<file path="src/rtl/sha256_pkg.sv">
// SHA-256 constants, word type, round functions and miner FSM states.
// Shared by the compression core and the double-hash sequencer.
package sha256_pkg;

  typedef logic [31:0] word_t;

  typedef enum logic [2:0] {
    IDLE, P1, P2, P3, DONE
  } state_t;

  localparam word_t K [64] = '{
    32'h428a2f98, 32'h71374491, 32'hb5c0fbcf, 32'he9b5dba5,
    32'h3956c25b, 32'h59f111f1, 32'h923f82a4, 32'hab1c5ed5,
    32'hd807aa98, 32'h12835b01, 32'h243185be, 32'h550c7dc3,
    32'h72be5d74, 32'h80deb1fe, 32'h9bdc06a7, 32'hc19bf174,
    32'he49b69c1, 32'hefbe4786, 32'h0fc19dc6, 32'h240ca1cc,
    32'h2de92c6f, 32'h4a7484aa, 32'h5cb0a9dc, 32'h76f988da,
    32'h983e5152, 32'ha831c66d, 32'hb00327c8, 32'hbf597fc7,
    32'hc6e00bf3, 32'hd5a79147, 32'h06ca6351, 32'h14292967,
    32'h27b70a85, 32'h2e1b2138, 32'h4d2c6dfc, 32'h53380d13,
    32'h650a7354, 32'h766a0abb, 32'h81c2c92e, 32'h92722c85,
    32'ha2bfe8a1, 32'ha81a664b, 32'hc24b8b70, 32'hc76c51a3,
    32'hd192e819, 32'hd6990624, 32'hf40e3585, 32'h106aa070,
    32'h19a4c116, 32'h1e376c08, 32'h2748774c, 32'h34b0bcb5,
    32'h391c0cb3, 32'h4ed8aa4a, 32'h5b9cca4f, 32'h682e6ff3,
    32'h748f82ee, 32'h78a5636f, 32'h84c87814, 32'h8cc70208,
    32'h90befffa, 32'ha4506ceb, 32'hbef9a3f7, 32'hc67178f2
  };

  localparam word_t IV [8] = '{
    32'h6a09e667, 32'hbb67ae85, 32'h3c6ef372, 32'ha54ff53a,
    32'h510e527f, 32'h9b05688c, 32'h1f83d9ab, 32'h5be0cd19
  };

  function automatic word_t rotr(input word_t x, input int n);
    return (x >> n) | (x << (32 - n));
  endfunction

  function automatic word_t bsig0(input word_t x);
    return rotr(x, 2) ^ rotr(x, 13) ^ rotr(x, 22);
  endfunction

  function automatic word_t bsig1(input word_t x);
    return rotr(x, 6) ^ rotr(x, 11) ^ rotr(x, 25);
  endfunction

  function automatic word_t ssig0(input word_t x);
    return rotr(x, 7) ^ rotr(x, 18) ^ (x >> 3);
  endfunction

  function automatic word_t ssig1(input word_t x);
    return rotr(x, 17) ^ rotr(x, 19) ^ (x >> 10);
  endfunction

  function automatic word_t ch(input word_t e, input word_t f,
                               input word_t g);
    return (e & f) ^ (~e & g);
  endfunction

  function automatic word_t maj(input word_t a, input word_t b,
                                input word_t c);
    return (a & b) ^ (a & c) ^ (b & c);
  endfunction

endpackage

</file>
<file path="src/rtl/sha256_core.sv">
// Iterative one-block SHA-256 compression: round 0 on the start edge,
// rounds 1..63 next, then one feed-forward add cycle (65 cycles total).
module sha256_core
  import sha256_pkg::*;
(
  input  logic         clk,
  input  logic         rst,
  input  logic         start,
  input  logic [255:0] cv,
  input  logic [511:0] blk,
  output logic         busy,
  output logic         valid,
  output logic [255:0] digest
);

  word_t       h  [8];
  word_t       v  [8];
  word_t       w  [16];
  word_t       vs [8];
  word_t       ws [16];
  word_t       vn [8];
  word_t       wn [16];
  word_t       kt;
  word_t       t1;
  word_t       t2;
  logic [6:0]  t;
  logic        load;

  assign load  = start && !busy;
  assign valid = busy && (t == 7'd64);

  // One round plus schedule step; on load it works straight from inputs
  always_comb begin
    for (int i = 0; i < 8; i++) begin
      vs[i] = load ? cv[255-32*i -: 32] : v[i];
    end
    for (int i = 0; i < 16; i++) begin
      ws[i] = load ? blk[511-32*i -: 32] : w[i];
    end
    kt = load ? K[0] : K[t[5:0]];
    t1 = vs[7] + bsig1(vs[4]) + ch(vs[4], vs[5], vs[6]) + kt + ws[0];
    t2 = bsig0(vs[0]) + maj(vs[0], vs[1], vs[2]);
    vn[0] = t1 + t2;
    vn[1] = vs[0];
    vn[2] = vs[1];
    vn[3] = vs[2];
    vn[4] = vs[3] + t1;
    vn[5] = vs[4];
    vn[6] = vs[5];
    vn[7] = vs[6];
    for (int i = 0; i < 15; i++) begin
      wn[i] = ws[i+1];
    end
    wn[15] = ssig1(ws[14]) + ws[9] + ssig0(ws[1]) + ws[0];
  end

  // Feed-forward sum, meaningful while valid is high
  always_comb begin
    digest = '0;
    for (int i = 0; i < 8; i++) begin
      digest[255-32*i -: 32] = h[i] + v[i];
    end
  end

  // Round counter, working variables, schedule window, chaining value
  always_ff @(posedge clk or negedge rst) begin
    if (!rst) begin
      busy <= 1'b0;
      t    <= '0;
      h    <= IV;
      v    <= IV;
      for (int i = 0; i < 16; i++) w[i] <= '0;
    end else if (load) begin
      busy <= 1'b1;
      t    <= 7'd1;
      v    <= vn;
      w    <= wn;
      for (int i = 0; i < 8; i++) h[i] <= cv[255-32*i -: 32];
    end else if (busy) begin
      if (t == 7'd64) begin
        busy <= 1'b0;
        t    <= '0;
        for (int i = 0; i < 8; i++) h[i] <= h[i] + v[i];
      end else begin
        t <= t + 7'd1;
        v <= vn;
        w <= wn;
      end
    end
  end

endmodule

</file>
<file path="src/rtl/miner.sv">
// Double SHA-256 of an 80-byte header: two header blocks, then the
// padded 32-byte intermediate digest; result held until reset.
module miner
  import sha256_pkg::*;
(
  input  logic         clk,
  input  logic         rst,
  input  logic [639:0] block,
  output logic [255:0] hashed,
  output logic         done
);

  state_t        state;
  state_t        state_n;
  logic          start;
  logic          busy;
  logic          valid;
  logic [255:0]  cv;
  logic [255:0]  digest;
  logic [255:0]  mid;
  logic [255:0]  iv_flat;
  logic [511:0]  msg;

  assign iv_flat = {IV[0], IV[1], IV[2], IV[3],
                    IV[4], IV[5], IV[6], IV[7]};

  sha256_core u_core (
    .clk    (clk),
    .rst    (rst),
    .start  (start),
    .cv     (cv),
    .blk    (msg),
    .busy   (busy),
    .valid  (valid),
    .digest (digest)
  );

  // Pass sequencing and per-pass padding/chaining selection
  always_comb begin
    state_n = state;
    start   = 1'b0;
    cv      = iv_flat;
    msg     = block[639:128];
    unique case (state)
      IDLE: state_n = P1;
      P1: begin
        start = !busy;
        if (valid) state_n = P2;
      end
      P2: begin
        cv    = mid;
        msg   = {block[127:0], 32'h8000_0000, 288'd0, 64'd640};
        start = !busy;
        if (valid) state_n = P3;
      end
      P3: begin
        msg   = {mid, 32'h8000_0000, 160'd0, 64'd256};
        start = !busy;
        if (valid) state_n = DONE;
      end
      DONE: state_n = DONE;
      default: state_n = IDLE;
    endcase
  end

  // State register
  always_ff @(posedge clk or negedge rst) begin
    if (!rst) state <= IDLE;
    else      state <= state_n;
  end

  // Intermediate digest and sticky result capture
  always_ff @(posedge clk or negedge rst) begin
    if (!rst) begin
      mid    <= '0;
      hashed <= '0;
      done   <= 1'b0;
    end else if (valid) begin
      if (state == P3) begin
        hashed <= digest;
        done   <= 1'b1;
      end else begin
        mid <= digest;
      end
    end
  end

endmodule

</file>
<file path="config.mk">
export PLATFORM = sky130hd
export DESIGN_NAME = miner
export DESIGN_NICKNAME = d
export VERILOG_FILES = /design/src/rtl/sha256_pkg.sv /design/src/rtl/sha256_core.sv /design/src/rtl/miner.sv
export SDC_FILE = /design/constraint.sdc
export NUM_CORES = 2
export LEC_CHECK = 0
export ABC_AREA = 1
export CORE_UTILIZATION = 40
export DETAILED_ROUTE_END_ITERATION = 10
export SYNTH_ARGS = -nofsm -noshare
export SYNTH_HDL_FRONTEND = slang
export SYNTH_SLANG_ARGS = --single-unit
</file>
<file path="constraint.sdc">
create_clock -name clk -period 8.61 [get_ports clk]
set_input_delay 1.2915 -clock clk [delete_from_list [all_inputs] [get_ports clk]]
set_output_delay 1.2915 -clock clk [all_outputs]
set_load 0.01 [all_outputs]
</file>
==> out/metrics.csv <==
metric,value,unit
"Clk pin slew, worst setup/hold paths",0.06,ns
CP Launch Type,flop,
most frequent CP cell,nand2_1,
Critical Path RT,9.28,ns
post-DP HPWL,431.2,mm
DRT Pass-1 Iters,9,
Yosys cell types,73,
total track usage,0.4100,
DR iter-0 viols,13130,
GPL Wtd Cong,1.052,
crit path DAT,8.89,ns
Post-synth ARST share,1.000,
Rel. slew slack,0.05689,
Post-synth EDFFs,0,
final setup vio count,0,
Initial Util,0.4017,
worst-skew pair later-pin latency,0.89,ns
cts-stage hold buffer count,0,
Tightest Pin Transition,1.400,ns
Clock Skew,0.07824,ns
H-tree level count,4,
initial antenna violation count,87,
top-level I/O count,899,
Max Cap Violations,0,
layout cells sized above 1,0.1083,
core box area,253900,sq um
worst-path fanout max,7,
# rows,185,
CP max stage cell,fa_1,
post-route cell area,124700,sq um
fin util,0.4912,
CTS root buf,clkbuf_16,
Vias/cell,5.720,
Worst setup EP type,flop,
kind of critical path,flop to flop,
Syn Area/Cell,7.528,sq um
first-pass GRT wire length,748.3,mm
IO buf count,898,
total gr overflow,0,
pin count of the biggest net entering global routing,241,
synthesis-stage register bit count,1548,
fmax,0.1216,GHz
cells after synthesis,13550,
# clock sinks,1548,
vias in the first global route,98290,
Syn Nets,14780,
Post-synth top flop,dfrtp_1,
Die W,507.0,microns
Mapped Area,102000,sq um
CTS tree,done,
Chip Height,507.0,microns
register area share after synthesis,0.3831,
Yosys warnings,0,
final period utilization,0.9549,
area delta synth->final,22.27,%
Num CTS Buffers,179,
dpl cell area,118200,sq um
final hold vios,0,
final wirelength,539.5,mm
Multi-input gate area,54240,sq um
Crit path largest cell delay,0.44,ns
Hold/Removal Path Class,input pin to async pin,
remaining antenna violation count,0,
DRC,0,
Sequential cell area,39080,sq um
Sum Neg Setup Slack,0,ns
Nets,15930,
status,finished clean,
Wirelength per Cell,29.52,microns
clk buf depth,3,
Final Slew Violations,0,
routed vias,104500,
fill count,25380,
Die Area,257100,sq um
min cycle time layout,8.222,ns
unrepaired setup endpoints after global routing,yes,
final timing paths:
check | start | to | slack (ns) | cells past startpoint
worst max-delay path | u_core.t[0] | u_core.v[250] | 0.39 | 43
worst min-delay path | rst | hashed[155] | 0.38 | 1
worst max register to register | u_core.t[0] | u_core.v[250] | 0.39 | 43
worst min register to register | done | done | 0.47 | 1
max in group asynchronous | rst | hashed[242] | 6.12 | 3
min in group clk | done | done | 0.47 | 1
metrics by stage:
step                      hold WS, ns  instances  worst slack, ns
final                          0.3783      18270           0.3884
after CTS                      0.3705      18220           0.2064
after detailed placement       0.4561      17890           0.3287
after floorplan                0.4438      13550            1.034
after global routing           0.3962      18250        -0.003459
after global placement         0.4537      17890           0.4622
worst max-delay path: cells and delay by family (launching register included):
family          cells  cell delay, ns
flops               1            0.40
compound gates      9            1.82
buf+inv            10            1.32
fa+ha+maj           7            2.50
simple gates       17            1.98
cells in the mapped netlist (38+ instances only):
library cell | number | area share
xnor2_1 | 145 | 0.012
o21ai_1 | 42 | 0.0021
buf_2 | 296 | 0.015
nor3_1 | 111 | 0.0054
a221oi_1 | 55 | 0.0047
o21ai_0 | 1738 | 0.085
o22ai_1 | 125 | 0.0077
nor2_1 | 706 | 0.026
o221ai_1 | 42 | 0.0036
clkbuf_1 | 303 | 0.011
xor2_1 | 273 | 0.023
a21o_1 | 72 | 0.0053
a21oi_1 | 680 | 0.033
inv_1 | 1548 | 0.057
o21bai_1 | 38 | 0.0028
nand4_1 | 65 | 0.0040
ha_1 | 389 | 0.048
or2_2 | 138 | 0.0085
a31oi_1 | 253 | 0.016
fa_1 | 195 | 0.038
nand2_1 | 3513 | 0.13
a22oi_1 | 46 | 0.0034
o21ai_2 | 55 | 0.0047
nand3_1 | 725 | 0.036
o211ai_1 | 43 | 0.0032
dfstp_2 | 272 | 0.070
dfrtp_1 | 1276 | 0.31
cell families after synthesis:
logic type      synth area share
compound gates            0.1890
fa+ha+maj                0.08794
flops                     0.3831
mux                     0.002993
simple gates              0.2146
xor+xnor                 0.03589
buf+inv                  0.08657
final cells by class:
cell class / count / share of cell area
multi-input combinational: 9780 / 0.4348
tap: 3366 / 0.03376
clock inverter: 65 / 0.007633
antenna: 49 / 0.0009830
clock buffer: 273 / 0.04262
timing repair buffer: 1625 / 0.1194
sequential: 1548 / 0.3133
inverter: 1568 / 0.04749
repair_timing:
| item | in CTS | in global routing |
|---|---|---|
| gates resized for setup | 0 | 23 |
| buffers inserted | 0 | 2 |
| setup endpoints to repair | 0 | 16 |
per-layer routing:
metal,GRT usage,up-vias,part of all wire
li1,-,47100,-
met1,0.5627,50790,0.42
met2,0.5955,5592,0.42
met3,0.09560,995,0.10
met4,0.2201,42,0.060
met5,0,-,0.00044
registers in the layout, summed over array words and instances (netlist names):
signal	cells
u_core.w	512
hashed	256
state	3
u_core.h	256
mid	256
u_core.v	256
u_core.t	7
done	1
u_core.busy	1
layout by cell type (no fill, tap or decap), types with 65 or more instances in the layout:
cell type	netlist	final
a31oi_1	253	253
clkbuf_16	0	182
a21o_1	72	72
xnor2_1	145	144
fa_1	195	195
clkdlybuf4s50_1	0	897
or2_2	138	138
nor2_1	706	704
ha_1	389	388
inv_1	1548	1547
a21oi_1	680	679
nor3_1	111	110
dfrtp_1	1276	1275
nand2_1	3513	3512
dfstp_2	272	272
xor2_1	273	269
o22ai_1	125	125
nand3_1	725	725
nand4_1	65	65
buf_4	20	692
o21ai_0	1738	1733
Power is not shown: default switching activity piles up to over one toggle a cycle in this logic, so the estimate is an artifact.
